**src/rtl/pkg_display_7seg.sv**
```systemverilog
// Shared definitions for the 7-segment display path.
// Glyph constants are active-high in gfedcba order (bit0 = a ... bit6 = g).
// Also defines the segment bit positions and the receiver's capture FSM states.
package pkg_display_7seg;

  localparam int unsigned SEG_A = 0;
  localparam int unsigned SEG_B = 1;
  localparam int unsigned SEG_C = 2;
  localparam int unsigned SEG_D = 3;
  localparam int unsigned SEG_E = 4;
  localparam int unsigned SEG_F = 5;
  localparam int unsigned SEG_G = 6;

  localparam logic [6:0] GLIFO_0 = 7'h3F;
  localparam logic [6:0] GLIFO_1 = 7'h06;
  localparam logic [6:0] GLIFO_2 = 7'h5B;
  localparam logic [6:0] GLIFO_3 = 7'h4F;
  localparam logic [6:0] GLIFO_4 = 7'h66;
  localparam logic [6:0] GLIFO_5 = 7'h6D;
  localparam logic [6:0] GLIFO_6 = 7'h7D;
  localparam logic [6:0] GLIFO_7 = 7'h07;
  localparam logic [6:0] GLIFO_8 = 7'h7F;
  localparam logic [6:0] GLIFO_9 = 7'h6F;
  localparam logic [6:0] GLIFO_A = 7'h77;
  localparam logic [6:0] GLIFO_B = 7'h7C;
  localparam logic [6:0] GLIFO_C = 7'h39;
  localparam logic [6:0] GLIFO_D = 7'h5E;
  localparam logic [6:0] GLIFO_E = 7'h79;
  localparam logic [6:0] GLIFO_F = 7'h71;

  typedef enum logic {
    S_ESPERA,
    S_CAPTURADO
  } estado_t;

endpackage

```
**src/rtl/decodificador_segmentos_hex.sv**
```systemverilog
// Combinational 7-segment to hex decoder.
//   segmentos : active-high segment pattern, gfedcba order
//   valido    : 1 when the pattern is one of the 16 hex glyphs
//   nibble    : decoded value (0 when not valid)
module decodificador_segmentos_hex
  import pkg_display_7seg::*;
(
  input  logic [6:0] segmentos,
  output logic       valido,
  output logic [3:0] nibble
);

  always_comb begin
    valido = 1'b1;
    nibble = '0;
    case (segmentos)
      GLIFO_0: nibble = 4'h0;
      GLIFO_1: nibble = 4'h1;
      GLIFO_2: nibble = 4'h2;
      GLIFO_3: nibble = 4'h3;
      GLIFO_4: nibble = 4'h4;
      GLIFO_5: nibble = 4'h5;
      GLIFO_6: nibble = 4'h6;
      GLIFO_7: nibble = 4'h7;
      GLIFO_8: nibble = 4'h8;
      GLIFO_9: nibble = 4'h9;
      GLIFO_A: nibble = 4'hA;
      GLIFO_B: nibble = 4'hB;
      GLIFO_C: nibble = 4'hC;
      GLIFO_D: nibble = 4'hD;
      GLIFO_E: nibble = 4'hE;
      GLIFO_F: nibble = 4'hF;
      default: valido = 1'b0;
    endcase
  end

endmodule

```
**src/rtl/receptor_display_7segmentos.sv**
```systemverilog
// Receiver for a multiplexed 4-digit 7-segment display bus.
// Registers the scanned segment/anode lines, waits for a digit slot to be
// stable for STABLE_CYCLES samples, decodes the glyph and stores it per digit.
//   i_Reloj, i_Reset      : clock, synchronous active-high reset
//   i_Segmentos[6:0]      : segment lines, gfedcba
//   i_Anodo_4_Bits[3:0]   : anode lines, bit n selects digit n
//   o_Datos_0..3          : last accepted nibble per digit
//   o_Valido[3:0]         : digit accepted at least once since reset
//   o_Error[3:0]          : last acceptance of the digit was not a hex glyph
//   o_Cuadro_Listo        : one-cycle pulse when all four digits were accepted
module receptor_display_7segmentos
  import pkg_display_7seg::*;
#(
  parameter int unsigned STABLE_CYCLES     = 4,
  parameter bit          SEG_ACTIVO_BAJO   = 1'b1,
  parameter bit          ANODO_ACTIVO_BAJO = 1'b1
) (
  input  logic       i_Reloj,
  input  logic       i_Reset,
  input  logic [6:0] i_Segmentos,
  input  logic [3:0] i_Anodo_4_Bits,
  output logic [3:0] o_Datos_0,
  output logic [3:0] o_Datos_1,
  output logic [3:0] o_Datos_2,
  output logic [3:0] o_Datos_3,
  output logic [3:0] o_Valido,
  output logic [3:0] o_Error,
  output logic       o_Cuadro_Listo
);

  localparam logic [7:0] LIMITE = 8'(STABLE_CYCLES);

  logic [6:0] seg_r, seg_p;
  logic [3:0] an_r, an_p;
  logic [7:0] cnt, cnt_sig;
  estado_t    estado, estado_sig;
  logic       captura;
  logic       un_solo_anodo;
  logic       igual;
  logic       dec_ok;
  logic [3:0] dec_nibble;
  logic [3:0] mascara, mascara_sig;
  logic [3:0] datos [4];
  logic [3:0] valido, error;
  logic       listo;

  // Input stage: normalised to active-high lit/selected, plus one sample of history.
  always_ff @(posedge i_Reloj) begin
    if (i_Reset) begin
      seg_r <= '0;
      an_r  <= '0;
      seg_p <= '0;
      an_p  <= '0;
    end else begin
      seg_r <= SEG_ACTIVO_BAJO   ? ~i_Segmentos    : i_Segmentos;
      an_r  <= ANODO_ACTIVO_BAJO ? ~i_Anodo_4_Bits : i_Anodo_4_Bits;
      seg_p <= seg_r;
      an_p  <= an_r;
    end
  end

  assign un_solo_anodo = (an_r != '0) && ((an_r & (an_r - 4'd1)) == '0);
  assign igual         = (seg_r == seg_p) && (an_r == an_p);

  decodificador_segmentos_hex u_decodificador (
    .segmentos (seg_r),
    .valido    (dec_ok),
    .nibble    (dec_nibble)
  );

  always_comb begin
    cnt_sig    = cnt;
    estado_sig = estado;
    captura    = 1'b0;
    if (!un_solo_anodo) begin
      cnt_sig    = '0;
      estado_sig = S_ESPERA;
    end else if (!igual) begin
      cnt_sig    = 8'd1;
      estado_sig = S_ESPERA;
    end else if (cnt < LIMITE) begin
      cnt_sig = cnt + 8'd1;
    end
    // Capture on the edge the counter reaches the limit; a change while in
    // S_CAPTURADO already forced the counter back to 1 above.
    if (estado == S_ESPERA && un_solo_anodo && cnt_sig == LIMITE) begin
      captura    = 1'b1;
      estado_sig = S_CAPTURADO;
    end
  end

  always_ff @(posedge i_Reloj) begin
    if (i_Reset) begin
      cnt    <= '0;
      estado <= S_ESPERA;
    end else begin
      cnt    <= cnt_sig;
      estado <= estado_sig;
    end
  end

  // an_r is one-hot whenever captura is set, so it doubles as the mask bit.
  assign mascara_sig = mascara | (captura ? an_r : 4'b0000);

  always_ff @(posedge i_Reloj) begin
    if (i_Reset) begin
      for (int unsigned i = 0; i < 4; i++) datos[i] <= '0;
      valido  <= '0;
      error   <= '0;
      mascara <= '0;
      listo   <= 1'b0;
    end else begin
      for (int unsigned i = 0; i < 4; i++) begin
        if (captura && an_r[i]) begin
          valido[i] <= 1'b1;
          error[i]  <= ~dec_ok;
          if (dec_ok) datos[i] <= dec_nibble;
        end
      end
      listo   <= (mascara_sig == 4'b1111);
      mascara <= (mascara_sig == 4'b1111) ? 4'b0000 : mascara_sig;
    end
  end

  assign o_Datos_0      = datos[0];
  assign o_Datos_1      = datos[1];
  assign o_Datos_2      = datos[2];
  assign o_Datos_3      = datos[3];
  assign o_Valido       = valido;
  assign o_Error        = error;
  assign o_Cuadro_Listo = listo;

endmodule

```
**config.mk**
```make
export PLATFORM = sky130hd
export DESIGN_NAME = receptor_display_7segmentos
export DESIGN_NICKNAME = d
export VERILOG_FILES = /design/src/rtl/pkg_display_7seg.sv /design/src/rtl/decodificador_segmentos_hex.sv /design/src/rtl/receptor_display_7segmentos.sv
export SDC_FILE = /design/constraint.sdc
export NUM_CORES = 1
export LEC_CHECK = 0
export CAP_MARGIN = 20
export CORE_MARGIN = 2
export CORE_UTILIZATION = 53
export CTS_BUF_LIST = sky130_fd_sc_hd__clkbuf_4 sky130_fd_sc_hd__clkbuf_8 sky130_fd_sc_hd__clkbuf_16
export DETAILED_ROUTE_END_ITERATION = 6
export PLACE_DENSITY = 0.81
export SLEW_MARGIN = 20
export SYNTH_ARGS = -nofsm -noshare
export SYNTH_HDL_FRONTEND = slang
export SYNTH_SLANG_ARGS = --single-unit
```
**constraint.sdc**
```tcl
create_clock -name i_Reloj -period 3.02 [get_ports i_Reloj]
set_clock_uncertainty 0.2 [all_clocks]
set_input_delay 0.906 -clock i_Reloj [delete_from_list [all_inputs] [get_ports i_Reloj]]
set_output_delay 0.906 -clock i_Reloj [all_outputs]
set_load 0.01 [all_outputs]
```
* Word-level counts from Yosys, hierarchy flattened *
Memories as Yosys holds them, arrays and structs flattened.
Index checks and enable logic that the tools add are counted.

operators by class
  add/sub/neg operators = 2
  magnitude comparators = 1
  equality and inequality tests = 21
  mux-type cells = 29
  bitwise gates (word level) = 10
  reduce and logical (&&, ||, !) cells = 12

operators with widths
  cell                 number
  $eq 7x7->1 const B   12
  $pmux 4 s15          1
  $mux 8               3
  $mux 1               20
  $mux 4               5
  $reduce_or 16->1     1
  $eq 7x3->1 const B   2
  $eq 7x6->1 const B   2
  $add 8x1->8 const B  1
  $eq 8x3->1 const B   1
  $logic_and 1x1->1    8
  $lt 8x3->1 const B   1
  $eq 7x7->1           1
  $not 7->7            1
  $and 4x4->4          1
  $eq 4x4->1           1
  $eq 4x4->1 const B   1
  $logic_not 4->1      1
  $not 4->4            1
  $or 1x1->1           4
  $or 4x4->4           1
  $reduce_bool 4->1    1
  $sub 4x1->4 const B  1
  $ne 3x2->1 const B   1
  other kinds (2)      3

word-level totals
  bits in registers = 44
  bits in writable memories = 16
  bits of input ports = 13
  output and inout bits = 25
  word-level logic and storage cells = 92
  memories kept = 1

memory list
  name   words  bits a word  read ports  clocked after memory_dff  wr ports  RTL line                           RTL
  datos  4      4            4           0                         4         receptor_display_7segmentos.sv:43  logic [3:0] datos [4];

* Logic depth before layout (Yosys ltp) *
  depth after elaboration = 13
  mapped depth = 8
  depth with buffers taken out = 7

* Modules after synthesis *
Synthesis repeated with hierarchy kept, for this count alone.

second synthesis, totals
  cells, all modules = 257
  area, all modules = 2585.0 um^2

by module, submodules not included
  module                       times used  cells each  area each (um^2)  seq. area each (um^2)
  receptor_display_7segmentos  1           198         2197.1            1361.3
  decodificador_segmentos_hex  1           59          387.9             0.0

* Worst setup path before layout *
No wires, ideal clock.

  path type = reg-to-reg
  start = reg seg_r[4]
  end = mem datos[0][0], enable pin
  library setup time = 0.361 ns
  arrival = 1.910 ns
  slack = 0.548 ns
  cell stages (with the launch flop) = 7
  cells stage by stage = dfxtp_1 -> clkbuf_1 -> or4b_2 -> a211oi_1 -> or3_1 -> nor4b_4 -> o21ai_0

RTL lines
  what                    RTL line                           RTL
  from (decl)             receptor_display_7segmentos.sv:33  logic [6:0] seg_r, seg_p;
  from (signal assigned)  receptor_display_7segmentos.sv:55  seg_r <= SEG_ACTIVO_BAJO ? ~i_Segmentos : i_Segmentos;
  to (decl)               receptor_display_7segmentos.sv:43

==> metrics.md <==
| Metric | Value |
|---|---|
| RSZ-0062 raised after global routing | `no` |
| Mapped Area | `0.002540 mm^2` |
| Sequential cell area | `0.001361 mm^2` |
| Internal power | `1274 uW` |
| Worst slew pin tran | `598.7 ps` |
| TritonCTS buffer count | `9` |
| Total gr overflow | `0` |
| Max VDD drop | `~0.31 mV` |
| Min cycle time layout | `2764 ps` |
| Vias in the first global route | `between 1500 and 2000` |
| Die Area | `0.005362 mm^2` |
| FF+latch count, synth | `60` |
| Global-route usage over all layers | `21.28%` |
| Comb pwr share | `under 10%` |
| Antenna violations before repair | `0` |
| Yosys warning total | `0` |
| Post-Syn Nets | `273` |
| Core ar. | `0.004661 mm^2` |
| Final Hold Violating Endpoints | `0` |
| Setup crit start kind | `register` |
| Post-route insts no fill | `357` |
| Drt total wl | `5.172 mm` |
| Fraction of registers with async set/reset | `0%` |
| Tot Pwr | `around 1600 uW` |
| Commonest cells after routing, fill and taps aside | `dfxtp_1 (44), nor2_1 (39), clkdlybuf4s50_1 (37)` |
| Sw Pwr | `369.5 uW` |
| Share of the synthesized area in the top cell type | `34.68%` |
| Fmax | `361.8 MHz` |
| Total number of vias | `1957` |
| Vias/cell | `roughly 5.5` |
| Status | `finished clean` |
| Die H | `73.23 um` |
| CTS sink count | `60` |
| Synth area leader | `dfxtp_1` |
| Top Ports | `38` |
| Hold WS | `247.2 ps` |
| Power Dens Cells | `526.0 mW/mm^2` |
| Area Growth Syn to Fin | `23.05%` |
| Period utilization | `91.53%` |
| Worst min-delay path class | `register to register` |
| DRT Pass-1 Iters | `4` |
| Post CTS Setup Buffer Count | `0` |
| Layout cells sized above 1 | `a little under an eighth` |
| Most used DFF post-synth | `dfxtp_1` |
| Inst Count DP | `341` |
| Maxcap violations | `0` |
| Util after Layout | `67.06%` |
| Final Max Tran Viols | `0` |
| CTS tree | `built` |
| Hpwl dp | `~3.8 mm` |
| Clk pwr share | `~40%` |
| Multi-input logic area | `0.001026 mm^2` |
| Setup CP Type | `register to register` |
| Relative slew slack | `59.66%` |
| ANT cells | `0` |
| # DRC | `0` |
| Seq/Total Area, Yosys | `53.60%` |
| CTS H-tree lvls | `3` |
| Initial core utilization | `a little over half` |
| Syn Area/Cell | `a little under 10 um^2` |
| Setup crit end kind | `register` |
| Wire length of the first global-routing pass | `between 8 and 9 mm` |
| Die X | `73.23 um` |
| Cells after synthesis | `259` |
| Buffers added on ports | `37` |
| Post-route setup TNS | `0 ps` |
| EDFF count, synth | `16` |
| Maximum clock path buffer count | `2` |
| Largest cells by area after synthesis | `dfxtp_1 (35%), edfxtp_1 (19%), nor2_1 (5.8%)` |
| Worst path arrival time | `2540 ps` |
| Root Buffer | `clkbuf_8` |
| Net Sw Frac | `22.48%` |
| Fin nets | `312` |
| Routed length per placed instance | `14.49 um` |
| Site Rows | `25` |
| ANT nets after route | `0` |
| Worst EP required | `2800 ps` |
| Largest net degree at the start of global routing | `31` |
| Commonest non-fill, non-tap cell in the layout | `dfxtp_1` |
| Worst-path maximum fanout | `6` |
| Reg clk slew, reported paths | `60 ps` |
| Hold Buf Count CTS | `0` |
| Number of library cell types mapped by synthesis | `54` |
| RD Place Congestion | `around 0.92` |
| Final setup violation count | `0` |
| Leak Pwr | `0.001170 uW` |
| Fill count | `between 300 and 400` |
| Iter 0 DRT Violations | `between 100 and 150` |
| CTS resizes | `0` |
| Reg power frac | `53.0%` |
| Clock Latency Late Sink | `350 ps` |
==> power groups by stage <==
stage	combinational [uW]	clock, uW	sequential [uW]
CTS	116	667	870
finish	116	657	871
global route	128	702	873
floorplan	81.2	0	875
detailed placement	115	0	887
global placement	112	0	886
==> sequential cells by signal (all words and copies together), names as in the netlist <==
name and count:
o_Valido 4, cnt 8, estado 1, an_p 4
datos 16, an_r 4, o_Cuadro_Listo 1, mascara 4
o_Error 4, seg_r 7, seg_p 7
==> worst paths after layout <==
kind                            slack [ps]           to  cells past startpoint        from
worst max register to register         260  datos[0][0]                      6      cnt[0]
worst min-delay path                   250   o_Error[3]                      2  o_Error[3]
worst max-delay path                   260  datos[0][0]                      6      cnt[0]
worst min register to register         250   o_Error[3]                      2  o_Error[3]
==> cells in the mapped netlist, drive strengths merged (2+ instances only) <==
cell type,n
nand2,17
nor2b,8
nor4bb,2
nor3,4
and2,3
nor4b,4
a211oi,4
a21oi,15
nand4,3
nand3,12
nor2,39
clkbuf,5
edfxtp,16
and3,6
inv,12
dfxtp,44
xnor2,12
buf,13
nand2b,3
o21ai,9
o21a,2
==> metrics by stage <==
stage	setup slack [ps]	cell area [um^2]
finish	255.9	3126
global route	75.95	3126
detailed placement	277.5	2942
CTS	261.1	3126
global placement	406.6	2942
floorplan	548.4	2540
==> final cells by class <==
type                            count  share of cell area, %
Clock inverter                      2                 0.3203
Inverter                           13                  1.561
Tap cell                           54                  2.162
Clock buffer                       14                  5.564
Sequential cell                    60                  43.55
Timing Repair Buffer               46                  14.01
Multi-Input combinational cell    168                  32.83
==> critical path, cell delays in order (launching register included) <==
cell and delay (ps):
dfxtp_1 410, ha_1 280, nor4bb_1 310, a21oi_1 110, nor4_4 280, nand3_1 250
o21ai_0 550
==> routing by layer <==
metal | routed length [um] | share of wire [%] | track usage, % | vias to the layer above
li1 | - | - | - | 968
met1 | 2354 | 46 | 26.15 | 934
met2 | 2503 | 48 | 33.33 | 45
met3 | 197 | 3.8 | 6.354 | 10
met4 | 116 | 2.2 | 11.73 | 0
met5 | 0 | 0 | 0 | -
==> cell families (layout without fill, tap and decap cells) <==
family,Yosys count,count (layout),share of synthesized area [%]
flops,60,60,53.60
mux,2,2,0.8374
fa+ha+maj,1,1,0.4925
buf+inv,31,75,6.010
simple gates,109,109,23.65
compound gates,43,43,10.94
xor+xnor,13,13,4.483
No activity file was read; power rests on OpenSTA's default activity.
